File: src/rtl/fp16_pkg.sv
// FP16 field layout, special encodings and classification helpers shared by the neuron datapath.
// Pure definitions: no latency, no backpressure.
package fp16_pkg;

    typedef struct packed {
        logic       sign;
        logic [4:0] exp;
        logic [9:0] frac;
    } fp16_t;

    localparam logic [15:0] FP16_ZERO = 16'h0000;
    localparam logic [15:0] FP16_QNAN = 16'h7E00;
    localparam logic [15:0] FP16_PINF = 16'h7C00;
    localparam logic [15:0] FP16_NINF = 16'hFC00;

    function automatic logic is_nan(input logic [15:0] x);
        return (x[14:10] == 5'h1F) && (x[9:0] != 10'h000);
    endfunction

    function automatic logic is_inf(input logic [15:0] x);
        return (x[14:10] == 5'h1F) && (x[9:0] == 10'h000);
    endfunction

endpackage

File: src/rtl/float_adder.sv
// Combinational FP16 adder, round-to-nearest-even, subnormals kept, x + (-x) gives +0.
// Zero latency, no handshake: the result settles in the same cycle as the operands.
module float_adder
    import fp16_pkg::*;
(
    input  logic [15:0] i_a,
    input  logic [15:0] i_b,
    output logic [15:0] o_sum
);

    fp16_t       w_a, w_b, w_big, w_small;
    logic [4:0]  w_eb, w_es, w_diff;
    logic [13:0] w_mb, w_ms, w_ms_sh, w_ms_j, w_norm;
    logic [14:0] w_raw;
    logic [6:0]  w_exp, w_lz, w_shift;
    logic [11:0] w_mant;
    logic        w_sticky, w_eff_sub, w_rnd_up, w_sign;
    logic [15:0] w_res;

    always_comb begin
        w_a   = fp16_t'(i_a);
        w_b   = fp16_t'(i_b);
        if (i_a[14:0] >= i_b[14:0]) begin
            w_big   = w_a;
            w_small = w_b;
        end else begin
            w_big   = w_b;
            w_small = w_a;
        end

        // Mantissas carry three extra bits (guard, round, sticky) below the LSB.
        w_eb     = (w_big.exp == 5'd0)   ? 5'd1 : w_big.exp;
        w_es     = (w_small.exp == 5'd0) ? 5'd1 : w_small.exp;
        w_mb     = {(w_big.exp != 5'd0), w_big.frac, 3'b000};
        w_ms     = {(w_small.exp != 5'd0), w_small.frac, 3'b000};
        w_diff   = w_eb - w_es;
        w_ms_sh  = w_ms >> w_diff;
        w_sticky = |(w_ms & ~(14'h3FFF << w_diff));
        w_ms_j   = {w_ms_sh[13:1], w_ms_sh[0] | w_sticky};

        w_eff_sub = w_big.sign ^ w_small.sign;
        w_raw     = w_eff_sub ? ({1'b0, w_mb} - {1'b0, w_ms_j})
                              : ({1'b0, w_mb} + {1'b0, w_ms_j});
        w_exp     = {2'b00, w_eb};
        w_lz      = 7'd14;
        w_shift   = 7'd0;
        w_norm    = w_raw[13:0];

        if (w_raw[14]) begin
            w_norm = {w_raw[14:2], w_raw[1] | w_raw[0]};
            w_exp  = w_exp + 7'd1;
        end else begin
            for (int i = 0; i < 14; i++) begin
                if (w_raw[i]) w_lz = 7'(13 - i);
            end
            // Normalisation never drops the exponent below 1; what remains is subnormal.
            w_shift = (w_lz > (w_exp - 7'd1)) ? (w_exp - 7'd1) : w_lz;
            w_norm  = w_raw[13:0] << w_shift;
            w_exp   = w_exp - w_shift;
        end

        w_rnd_up = w_norm[2] & (w_norm[1] | w_norm[0] | w_norm[3]);
        w_mant   = {1'b0, w_norm[13:3]} + {11'd0, w_rnd_up};
        if (w_mant[11]) begin
            w_mant = w_mant >> 1;
            w_exp  = w_exp + 7'd1;
        end

        w_sign = (w_eff_sub && (w_mant == 12'd0)) ? 1'b0 : w_big.sign;
        if (w_exp >= 7'd31) begin
            w_res = w_sign ? FP16_NINF : FP16_PINF;
        end else begin
            w_res = {w_sign, (w_mant[10] ? w_exp[4:0] : 5'd0), w_mant[9:0]};
        end

        if (is_nan(i_a) || is_nan(i_b)) begin
            o_sum = FP16_QNAN;
        end else if (is_inf(i_a) && is_inf(i_b) && (w_a.sign != w_b.sign)) begin
            o_sum = FP16_QNAN;
        end else if (is_inf(i_a)) begin
            o_sum = i_a;
        end else if (is_inf(i_b)) begin
            o_sum = i_b;
        end else begin
            o_sum = w_res;
        end
    end

endmodule

File: src/rtl/fp16_neuron_accumulator.sv
// Accumulates N_INPUTS FP16 products plus bias into one neuron output with sticky NaN/overflow and optional ReLU.
// Result appears the cycle after the last beat; input stalls (in_ready=0) while the result waits for out_ready.
module fp16_neuron_accumulator
    import fp16_pkg::*;
#(
    parameter int N_INPUTS = 16,
    parameter int CNT_W    = $clog2(N_INPUTS + 1),
    parameter bit RELU_EN  = 1'b1
) (
    input  logic        clk,
    input  logic        rst_n,
    input  logic        in_valid,
    output logic        in_ready,
    input  logic [15:0] in_data,
    input  logic [15:0] bias,
    output logic        out_valid,
    input  logic        out_ready,
    output logic [15:0] out_data,
    output logic        out_ovf,
    output logic        out_nan,
    output logic        busy
);

    typedef enum logic [1:0] {IDLE, ACCUM, OUTPUT} state_t;

    state_t           r_state, w_state_nxt;
    logic [15:0]      r_acc, r_out_data;
    logic [CNT_W-1:0] r_cnt;
    logic             r_nan, r_ovf, r_out_ovf, r_out_nan;

    logic             w_beat, w_first, w_last;
    logic             w_nan_nxt, w_ovf_nxt;
    logic [15:0]      w_op_a, w_sum, w_acc_nxt, w_result;

    assign in_ready  = (r_state == IDLE) || (r_state == ACCUM);
    assign out_valid = (r_state == OUTPUT);
    assign busy      = (r_state != IDLE);
    assign out_data  = r_out_data;
    assign out_ovf   = r_out_ovf;
    assign out_nan   = r_out_nan;

    assign w_beat  = in_valid & in_ready;
    assign w_first = (r_state == IDLE);
    assign w_last  = w_first ? (N_INPUTS == 1) : (r_cnt == CNT_W'(N_INPUTS - 1));
    assign w_op_a  = w_first ? bias : r_acc;

    float_adder u_float_adder (
        .i_a   (w_op_a),
        .i_b   (in_data),
        .o_sum (w_sum)
    );

    // Once saturated the accumulator stays at the signed infinity for the rest of the neuron.
    assign w_acc_nxt = (!w_first && r_ovf) ? r_acc : w_sum;
    assign w_ovf_nxt = (!w_first && r_ovf) | is_inf(w_sum);
    assign w_nan_nxt = (!w_first && r_nan) | is_nan(in_data) | (w_first && is_nan(bias));
    assign w_result  = w_nan_nxt                  ? FP16_QNAN :
                       (RELU_EN && w_acc_nxt[15]) ? FP16_ZERO : w_acc_nxt;

    always_ff @(posedge clk or negedge rst_n) begin
        if (!rst_n) begin
            r_state <= IDLE;
        end else begin
            r_state <= w_state_nxt;
        end
    end

    always_comb begin
        w_state_nxt = r_state;
        case (r_state)
            IDLE:    if (w_beat) w_state_nxt = w_last ? OUTPUT : ACCUM;
            ACCUM:   if (w_beat && w_last) w_state_nxt = OUTPUT;
            OUTPUT:  if (out_ready) w_state_nxt = IDLE;
            default: w_state_nxt = IDLE;
        endcase
    end

    always_ff @(posedge clk or negedge rst_n) begin
        if (!rst_n) begin
            r_acc      <= FP16_ZERO;
            r_cnt      <= '0;
            r_nan      <= 1'b0;
            r_ovf      <= 1'b0;
            r_out_data <= FP16_ZERO;
            r_out_ovf  <= 1'b0;
            r_out_nan  <= 1'b0;
        end else if (w_beat) begin
            r_acc <= w_acc_nxt;
            r_cnt <= w_first ? CNT_W'(1) : r_cnt + CNT_W'(1);
            r_nan <= w_nan_nxt;
            r_ovf <= w_ovf_nxt;
            if (w_last) begin
                r_out_data <= w_result;
                r_out_ovf  <= w_ovf_nxt;
                r_out_nan  <= w_nan_nxt;
            end
        end else if ((r_state == OUTPUT) && out_ready) begin
            r_acc <= FP16_ZERO;
            r_cnt <= '0;
            r_nan <= 1'b0;
            r_ovf <= 1'b0;
        end
    end

endmodule

File: config.mk
export PLATFORM = sky130hd
export DESIGN_NAME = fp16_neuron_accumulator
export DESIGN_NICKNAME = d
export VERILOG_FILES = /design/src/rtl/fp16_pkg.sv /design/src/rtl/float_adder.sv /design/src/rtl/fp16_neuron_accumulator.sv
export SDC_FILE = /design/constraint.sdc
export NUM_CORES = 1
export LEC_CHECK = 0
export CAP_MARGIN = 15
export CORE_ASPECT_RATIO = 0.6
export CORE_MARGIN = 8
export CORE_UTILIZATION = 44
export DETAILED_ROUTE_END_ITERATION = 10
export GPL_TIMING_DRIVEN = 1
export SLEW_MARGIN = 15
export SYNTH_ARGS = -nofsm -noshare
export SYNTH_HDL_FRONTEND = slang
export SYNTH_HIERARCHICAL = 1
export SYNTH_SLANG_ARGS = --single-unit
File: constraint.sdc
create_clock -name clk -period 13.3 [get_ports clk]
set_input_delay 1.995 -clock clk [delete_from_list [all_inputs] [get_ports clk]]
set_output_delay 1.995 -clock clk [all_outputs]
set_load 0.01 [all_outputs]
==> results by group, run 1 <==
Floorplan
  – Count of boundary I/O pins: 57
  – Die Outline Area: 24700 um^2
  – Horizontal die dimension: 198 um
  – Initial Util: 44.2%
  – Cell Rows: 40
  – Core region area: 19700 um^2
  – Die boundary height: 125 um

Synth
  – Synthesis-stage register bit count: 42
  – Post-synth cell types: 118
  – Synthesized Nets: 1272
  – Synthesized netlist cell count: 1178
  – EDFF count, synth: 0
  – Most common flop cell mapped by yosys: sky130_fd_sc_hd__dfrtp_1
  – Cell area after technology mapping: 8710 um^2
  – Syn. warnings: 6
  – Async S/R FF share, synth: 100%
  – Sequential area share after synthesis: 12.1%
  – Average cell area after synthesis: 7.40 um^2

STA
  – Tcrit/Tclk final: 97.5%
  – Hold WS: 0.483 ns
  – Max Clk Rate: 77.1 MHz
  – Number of hold violations in the final report: 0
  – Worst-Margin Slew: 0.963 ns
  – Number of pins with negative max-slew slack in the final report: 0
  – Worst rel slew slack: 35.8%
  – Worst clock skew: 0.00487 ns
  – Final period demand of the worst path: 12.97 ns
  – Total of endpoints with negative setup slack in the final report: 0

Detailed routing
  – Vias per Instance: 6.22
  – Remaining antenna violation count: 0
  – DRT met1 WL: 18300 um
  – Uppermost routed layer: met4
  – Final wirelength: 37800 um
  – Drc violations: 0
  – Initial drt markers: 1463
  – First-pass iteration count of the detailed router: 5
  – Routed length on met3: 4550 um
  – Detailed-route via count: 11086
  – Amount of wire on met2 after detailed routing: 14700 um
  – Wire length per cell: 21.2 um

Worst setup path
  – WS Path Type: input pin to flip-flop
  – Critical R2R Launch: r_state[1]
  – Worst setup path startpoint: bias[12]
  – Cell repeated most along the worst path: sky130_fd_sc_hd__buf_4
  – Worst Path Arrival: 13.13 ns
  – Worst reg2reg path depth: 60
  – Endpoint type of the worst setup path: flip-flop
  – Required time of the critical path: 13.46 ns
  – Standard cell with the maximum stage delay on the critical path: sky130_fd_sc_hd__fa_2
  – Slowest stage delay, CP: 0.46 ns
  – Startpoint Class: input pin
  – Max Fanout on Critical Path: 6

Min path
  – Hold wc startpoint: r_cnt[4]
  – Worst hold path stage count: 2
  – HP Class: flip-flop to flip-flop

Cells and area
  – Antenna Cells: 0
  – Commonest non-fill, non-tap cells in the layout: 318 x sky130_fd_sc_hd__buf_4, 140 x sky130_fd_sc_hd__nand2_1, 83 x sky130_fd_sc_hd__nor2_1
  – Signed area change from the synthesized netlist to the final layout: 46.8%
  – Net count, final: 1602
  – Commonest non-fill, non-tap cell in the layout: sky130_fd_sc_hd__buf_4
  – Fraction of layout instances using a drive strength above 1: 35.9%

Global route
  – All-Layer GR Usage: 28.3%
  – Vias in the first global route: 10010
  – Initial antenna violation count: 0
  – Maximum number of pins on one net before global-route repair: 43
  – Grt total ovfl: 0
  – First-pass GRT wire length: 56400 um

Place
  – Final Wtd Congestion: 0.995
  – Placed wire-length estimate: 30100 um
  – Quantity of I/O buffers inserted on ports: 55

Clocking
  – Clock latency of the later-clocked register in the worst-skew pair: 0.30 ns
  – CTS tree: built
  – Number of clock buffers inserted by TritonCTS: 5
  – Clk slew on worst S/H paths: 0.06 ns
  – Quantity of hold-fixing buffers added after cts: 0
  – Maximum count of clock buffers along a single path: 2
  – Clock Tree Root: sky130_fd_sc_hd__clkbuf_16
  – Number of H-tree levels: 2
  – CTS sink cnt: 42

Run status
  – Run status: finished, final reports clean

Job
  – Max-capacitance violation count: 0
[cell families after synthesis]
logic type,synth area share [%]
other,0.0430
XOR/XNOR,3.58
adder cells (fa/ha/maj),8.59
AO/OA/AOI/OAI,35.4
flip-flops,12.1
multiplexers,7.25
buffers and inverters,6.82
AND/OR/NAND/NOR,26.3
[synth_stat cells, drive strengths merged (6+ instances only)]
master,number,area [um^2]
nand2,146,566
nor2,91,364
o21ai,88,470
a21oi,73,388
inv,68,255
ha,55,688
nand3,46,248
dfrtp,42,1050
nor3,34,175
clkbuf,33,124
buf,29,203
mux2i,29,294
o211ai,27,203
xnor2,27,251
a31oi,26,163
mux2,24,270
nor4,20,144
a211oi,16,138
and3,16,100
nand4,15,115
o31ai,15,171
o22ai,14,87.6
a21o,13,97.6
or3,12,75.1
a22o,11,96.3
and2,10,62.6
a211o,9,78.8
nand2b,9,56.3
o21bai,9,75.1
or2,9,56.3
nor3b,8,65.1
a21boi,7,63.8
and4,7,61.3
nor2b,7,43.8
o21a,7,52.6
o221ai,7,61.3
a221oi,6,65.1
a32o,6,61.3
o311ai,6,85.1
xor2,6,60.1
[worst max-delay path, delay by kind of cell]
family          cells  cell delay, ns
fa+ha+maj           6            1.53
compound gates     19            4.06
buf+inv            11            1.71
mux                 3            0.75
simple gates       19            2.61
xor+xnor            2            0.44
[state kept, by name (all words and copies together), names as in the netlist]
| signal | cells |
|---|---|
| out_ovf | 1 |
| r_ovf | 1 |
| out_nan | 1 |
| r_acc | 16 |
| r_cnt | 5 |
| r_nan | 1 |
| out_data | 15 |
| r_state | 2 |
[layout make-up]
class,count,area (um^2)
Fill cell,1734,6930
Tap cell,273,342
Clock inverter,1,30.0
Timing Repair Buffer,384,3120
Sequential cell,42,1050
Inverter,71,272
Multi-Input combinational cell,1004,7840
Clock buffer,7,133
[routing by layer]
layer	global-route usage, %	up-vias
li1	-	5127
met1	45.6	5292
met2	36.2	633
met3	8.22	34
met4	3.37	0
met5	0	-
[metrics by stage]
step / cells / cell area [um^2] / TNS [ns] / setup WS (ns) / utilization [%]
final: 1782 / 12800 / 0 / 0.331 / 64.9
after global routing: 1782 / 12800 / -2.93 / -0.186 / 64.9
after CTS: 1771 / 12000 / 0 / 0.0429 / 60.7
after detailed placement: 1763 / 11800 / -6.90 / -0.650 / 59.7
after global placement: 1763 / 11800 / -1.74 / -0.340 / 59.7
after floorplan: 1178 / 8790 / 0 / 0.0142 / -
[repair_timing]
action / 4_1_cts / 5_1_grt
pin swaps: 0 / 46
hold endpoints to repair: 0 / 0
buffers inserted: 0 / 10
gates resized for setup: 9 / 157
endpoints found under the setup margin: 11 / 33
gates cloned: 0 / 1
[final timing paths]
path                       slack, ns          end
max                             0.33        r_ovf
min                             0.48     r_cnt[4]
max reg2reg                     1.05        r_ovf
min reg2reg                     0.48     r_cnt[4]
max in group asynchronous      10.84    r_acc[13]
min in group asynchronous       1.85  out_data[3]
Power of run 1 is left out: the tool's default activity adds up to more than one toggle a clock period on the data nets, which glitch-free logic cannot reach.
==> run 2, diff against run 1 <==
--- a/config.mk
+++ b/config.mk
@@ -11,6 +11,7 @@
 export CORE_UTILIZATION = 44
 export DETAILED_ROUTE_END_ITERATION = 10
 export GPL_TIMING_DRIVEN = 1
+export PLACE_DENSITY_LB_ADDON = 0.25
 export SLEW_MARGIN = 15
 export SYNTH_ARGS = -nofsm -noshare
 export SYNTH_HDL_FRONTEND = slang
==> run 2 against run 1 <==
  * Cell count is 1.2% higher
  * Non-clock buffer count grew 21
  * Critical endpoint is now out_ovf
  * Sequential cell count unchanged
  * Final area grew 0.43%
  * Sequential share of layout area about the same
  * Critical path depth increased by 1
  * Utilization increased by 0.28 points
  * Clock-buffer cell count unchanged
  * Global-route usage grew 0.070 points
  * Largest cell class unchanged
==> results by group, run 2 (synthesis gave the netlist of run 1 again) <==
Min path
  – Worst hold path stage count: 2
  – Worst-case hold path end point: out_data[2]
  – HP Class: flip-flop to flip-flop
  – Hold wc startpoint: out_data[2]

Floorplan
  – Core region area: 19700 um^2
  – Horizontal die dimension: 198 um
  – Initial Util: 44.2%
  – Die Outline Area: 24700 um^2
  – Die boundary height: 125 um
  – Count of boundary I/O pins: 57
  – Cell Rows: 40

Clocking
  – Quantity of hold-fixing buffers added after cts: 0
  – CTS sink cnt: 42
  – Clock Tree Root: sky130_fd_sc_hd__clkbuf_16
  – Maximum count of clock buffers along a single path: 2
  – Number of clock buffers inserted by TritonCTS: 5
  – Number of H-tree levels: 2
  – Clock latency of the later-clocked register in the worst-skew pair: 0.30 ns
  – CTS tree: built
  – Clk slew on worst S/H paths: 0.06 ns

Cells and area
  – Antenna Cells: 0
  – Signed area change from the synthesized netlist to the final layout: 47.4%
  – Commonest non-fill, non-tap cell in the layout: sky130_fd_sc_hd__buf_4
  – Fraction of layout instances using a drive strength above 1: 37.0%
  – Most flop-heavy register: r_acc
  – Max FFs per register: 16
  – Commonest non-fill, non-tap cells in the layout: 341 x sky130_fd_sc_hd__buf_4, 139 x sky130_fd_sc_hd__nand2_1, 82 x sky130_fd_sc_hd__nor2_1
  – Fillers: 1693
  – Net count, final: 1623
  – Share of the core filled with cells in the final layout: 65.2%

Worst setup path
  – WS Path Type: input pin to flip-flop
  – Standard cell with the maximum stage delay on the critical path: sky130_fd_sc_hd__clkdlybuf4s50_1
  – Slowest stage delay, CP: 0.44 ns
  – Critical R2R Capture: out_ovf
  – Endpoint type of the worst setup path: flip-flop
  – Required time of the critical path: 13.52 ns
  – Max Fanout on Critical Path: 10
  – Worst reg2reg path depth: 62
  – Startpoint Class: input pin
  – Setup slack of the worst register-to-register path: 0.93 ns
  – Worst Path Arrival: 13.39 ns
  – Critical R2R Launch: r_state[0]

Detailed routing
  – Drc violations: 0
  – Initial drt markers: 1598
  – First-pass iteration count of the detailed router: 6
  – Wire length per cell: 21.2 um
  – Detailed-route via count: 11344
  – Remaining antenna violation count: 0
  – Final wirelength: 38300 um
  – Vias per Instance: 6.29

Run status
  – Run status: finished, final reports clean

Global route
  – Vias in the first global route: 10107
  – Grt total ovfl: 0
  – Initial antenna violation count: 0
  – All-Layer GR Usage: 28.4%
  – Maximum number of pins on one net before global-route repair: 43
  – First-pass GRT wire length: 56600 um

STA
  – Max Clk Rate: 75.9 MHz
  – Hold WS: 0.483 ns
  – Number of hold violations in the final report: 0
  – Total of endpoints with negative setup slack in the final report: 0
  – Worst rel slew slack: 31.1%
  – Post-route setup TNS: 0 ns
  – Worst clock skew: 0.00802 ns
  – Number of pins with negative max-slew slack in the final report: 0
  – Final period demand of the worst path: 13.17 ns
  – Worst-Margin Slew: 1.02 ns
  – Worst Setup Slack, final: 0.128 ns
  – Tcrit/Tclk final: 99.0%

Place
  – Pre-CTS worst setup slack: -0.631 ns
  – Final Wtd Congestion: 1.03
  – Placed wire-length estimate: 30300 um
  – Quantity of I/O buffers inserted on ports: 55

Job
  – Max-capacitance violation count: 0
==> run 2: cell count changes in the layout (fill, tap and decap cells not counted), sizes merged <==
cell,previous run,this run
buf,330,351
clkdlybuf4s50,31,47
dlymetal6s2s,23,7
clkinv,3,2
inv,67,68
==> run 2: worst max path at each step <==
stage	cells after the start	end	start	slack (ns)
floorplan	68	out_ovf	bias[14]	0.01
global placement	64	r_acc[1]	bias[5]	-0.44
detailed placement	66	r_ovf	bias[5]	-0.63
CTS	61	r_ovf	bias[5]	0.03
global route	68	r_ovf	bias[3]	-0.27
finish	61	out_ovf	bias[8]	0.13
==> run 2: per-stage QoR <==
stage                     cells  cell area, um^2
after floorplan            1178             8790
after global placement     1773            11800
after detailed placement   1773            11800
after CTS                  1781            12000
after global routing       1803            12800
final                      1803            12800
==> run 2: timing repair <==
| action | CTS | global route |
|---|---|---|
| pin swaps | 0 | 48 |
| endpoints found under the setup margin | 25 | 33 |
| cloned | 0 | 1 |
| resized for setup | 8 | 136 |
| setup buffers | 0 | 21 |
==> run 2: final cells by class <==
type / instances / area, um^2 / area share, %
multi-input cells: 1004 / 7770 / 60.5
repair buffers: 405 / 3250 / 25.3
flip-flops and latches: 42 / 1050 / 8.18
well taps: 273 / 342 / 2.66
inverters: 71 / 272 / 2.11
clock buffers: 7 / 133 / 1.03
clock inverters: 1 / 30.0 / 0.234
==> run 2: worst max-delay path: cells and delay by family <==
family / cells / cell delay [ns]
AND/OR/NAND/NOR: 18 / 2.39
adder cells (fa/ha/maj): 6 / 1.65
AO/OA/AOI/OAI: 25 / 5.29
buffers and inverters: 10 / 1.55
multiplexers: 2 / 0.50
==> run 2: layer usage <==
layer,routed length (um),vias up,global-route usage (%)
li1,-,5160,-
met1,17500,5376,43.5
met2,14900,740,36.9
met3,5130,66,10.6
met4,658,2,3.76
met5,56,-,2.05
Power of run 2 is left out for the same reason.
==> run 3, diff against run 2 <==
--- a/config.mk
+++ b/config.mk
@@ -11,6 +11,7 @@
 export CORE_UTILIZATION = 44
 export DETAILED_ROUTE_END_ITERATION = 10
 export GPL_TIMING_DRIVEN = 1
+export MAX_ROUTING_LAYER = met4
 export PLACE_DENSITY_LB_ADDON = 0.25
 export SLEW_MARGIN = 15
 export SYNTH_ARGS = -nofsm -noshare
==> run 3 against run 2 <==
  * Worst hold slack better by 0.0033 ns
  * Wire length decreased by 0.16%
  * Register-to-register slack better by 0.05 ns
  * Critical path depth fell by 2
  * Clock skew barely moved
  * Sequential cell count stayed put
  * Worst setup slack better by 0.034 ns
  * Via count fell by 2.1%
  * Utilization down 0.23 points
  * Fmax grew 0.26%
==> results by group, run 3 (synthesis gave the netlist of run 1 again) <==
Detailed routing
  – First-pass iteration count of the detailed router: 8
  – Initial drt markers: 1341
  – Wire length per cell: 21.3 um
  – Vias per Instance: 6.20
  – Drc violations: 0
  – Remaining antenna violation count: 0
  – Detailed-route via count: 11110
  – Final wirelength: 38200 um

Place
  – Placed wire-length estimate: 30200 um
  – Placed cell areas: 11800 um^2
  – Final Wtd Congestion: 1.07
  – Quantity of I/O buffers inserted on ports: 55

Clocking
  – CTS tree: built
  – Clock Tree Root: sky130_fd_sc_hd__clkbuf_16
  – Quantity of hold-fixing buffers added after cts: 0
  – Number of clock buffers inserted by TritonCTS: 5
  – Maximum count of clock buffers along a single path: 2
  – Clk slew on worst S/H paths: 0.07 ns
  – Number of H-tree levels: 2
  – Clock latency of the later-clocked register in the worst-skew pair: 0.30 ns
  – CTS sink cnt: 42

Floorplan
  – Horizontal die dimension: 198 um
  – Cell Rows: 40
  – Core region area: 19700 um^2
  – Die Outline Area: 24700 um^2
  – Initial Util: 44.2%
  – Die boundary height: 125 um
  – Count of boundary I/O pins: 57

STA
  – Number of hold violations in the final report: 0
  – Total of endpoints with negative setup slack in the final report: 0
  – Number of pins with negative max-slew slack in the final report: 0
  – Final period demand of the worst path: 13.14 ns
  – Worst-Margin Slew: 0.984 ns
  – Tcrit/Tclk final: 98.8%
  – Unrepaired setup endpoints after global routing: yes
  – Max Clk Rate: 76.1 MHz
  – Hold WS: 0.487 ns
  – Worst clock skew: 0.00758 ns
  – Worst rel slew slack: 34.4%

Cells and area
  – Most flop-heavy register: r_acc
  – Net count, final: 1611
  – Max FFs per register: 16
  – Commonest non-fill, non-tap cells in the layout: 328 x sky130_fd_sc_hd__buf_4, 138 x sky130_fd_sc_hd__nand2_1, 85 x sky130_fd_sc_hd__nor2_1
  – Fraction of layout instances using a drive strength above 1: 36.5%
  – Post-route cell area: 12800 um^2
  – Signed area change from the synthesized netlist to the final layout: 46.9%
  – Commonest non-fill, non-tap cell in the layout: sky130_fd_sc_hd__buf_4

Worst setup path
  – Cell repeated most along the worst path: sky130_fd_sc_hd__buf_4
  – Worst setup path startpoint: bias[9]
  – Startpoint Class: input pin
  – Slowest stage delay, CP: 0.47 ns
  – Required time of the critical path: 13.51 ns
  – WS Path Type: input pin to flip-flop
  – Critical R2R Capture: out_data[4]
  – Worst Path Arrival: 13.35 ns
  – Critical R2R Launch: r_state[0]
  – Worst reg2reg path depth: 60
  – Standard cell with the maximum stage delay on the critical path: sky130_fd_sc_hd__nor4_2
  – Endpoint type of the worst setup path: flip-flop
  – Setup slack of the worst register-to-register path: 0.98 ns
  – Max Fanout on Critical Path: 9

Job
  – Max-capacitance violation count: 0

Min path
  – Hold wc startpoint: out_data[2]
  – Worst-case hold path end point: out_data[2]
  – Worst hold path stage count: 2
  – HP Class: flip-flop to flip-flop

Global route
  – Maximum number of pins on one net before global-route repair: 43
  – First-pass GRT wire length: 55800 um
  – Initial antenna violation count: 1
  – Vias in the first global route: 9788
  – All-Layer GR Usage: 29.0%
  – Grt total ovfl: 0

Run status
  – Run status: finished, final reports clean
## run 3: per-layer routing
metal  GRT usage [%]  up-vias  share of wire [%]
met2            36.6      626                 39
met1            44.1     5314                 47
li1                -     5135                  -
met4            3.54        0                1.1
met5               -        -                  0
met3            9.24       35                 13
## run 3: how the worst max path moves through the flow
stage | depth (start not counted) | to | slack [ns]
final | 59 | out_data[4] | 0.16
after global routing | 59 | out_data[6] | -0.25
after CTS | 62 | r_ovf | 0.004
after detailed placement | 62 | r_ovf | -0.65
after global placement | 62 | r_ovf | -0.49
after floorplan | 68 | out_ovf | 0.01
## run 3: through the flow
step                cells  setup slack, ns  setup TNS, ns  utilization [%]
detailed placement   1766           -0.654          -9.54             59.9
finish               1792            0.162              0             64.9
global route         1792           -0.250          -3.94             64.9
global placement     1766           -0.486          -5.94             59.9
floorplan            1178           0.0142              0                -
CTS                  1774          0.00436              0             60.8
## run 3: what timing repair did
action | in CTS | in global routing
setup endpoints to repair | 18 | 33
pin swaps | 0 | 59
gates cloned | 0 | 1
resized for setup | 9 | 141
buffers inserted | 0 | 16
## run 3: layout make-up
class                           instances  area [um^2]
Clock inverter                          2         12.5
Clock buffer                            6          139
Antenna cell                            1         2.50
Tap cell                              273          342
Fill cell                            1706         6920
Sequential cell                        42         1050
Timing Repair Buffer                  393         3150
Multi-Input combinational cell       1004         7840
Inverter                               71          272
## run 3: worst max-delay path: cells and delay by family
kind | cells | cell delay [ns]
simple gates | 20 | 3.30
mux | 3 | 0.82
xor+xnor | 1 | 0.20
buf+inv | 11 | 1.75
compound gates | 19 | 3.90
fa+ha+maj | 5 | 1.33
Power of run 3 is left out for the same reason.
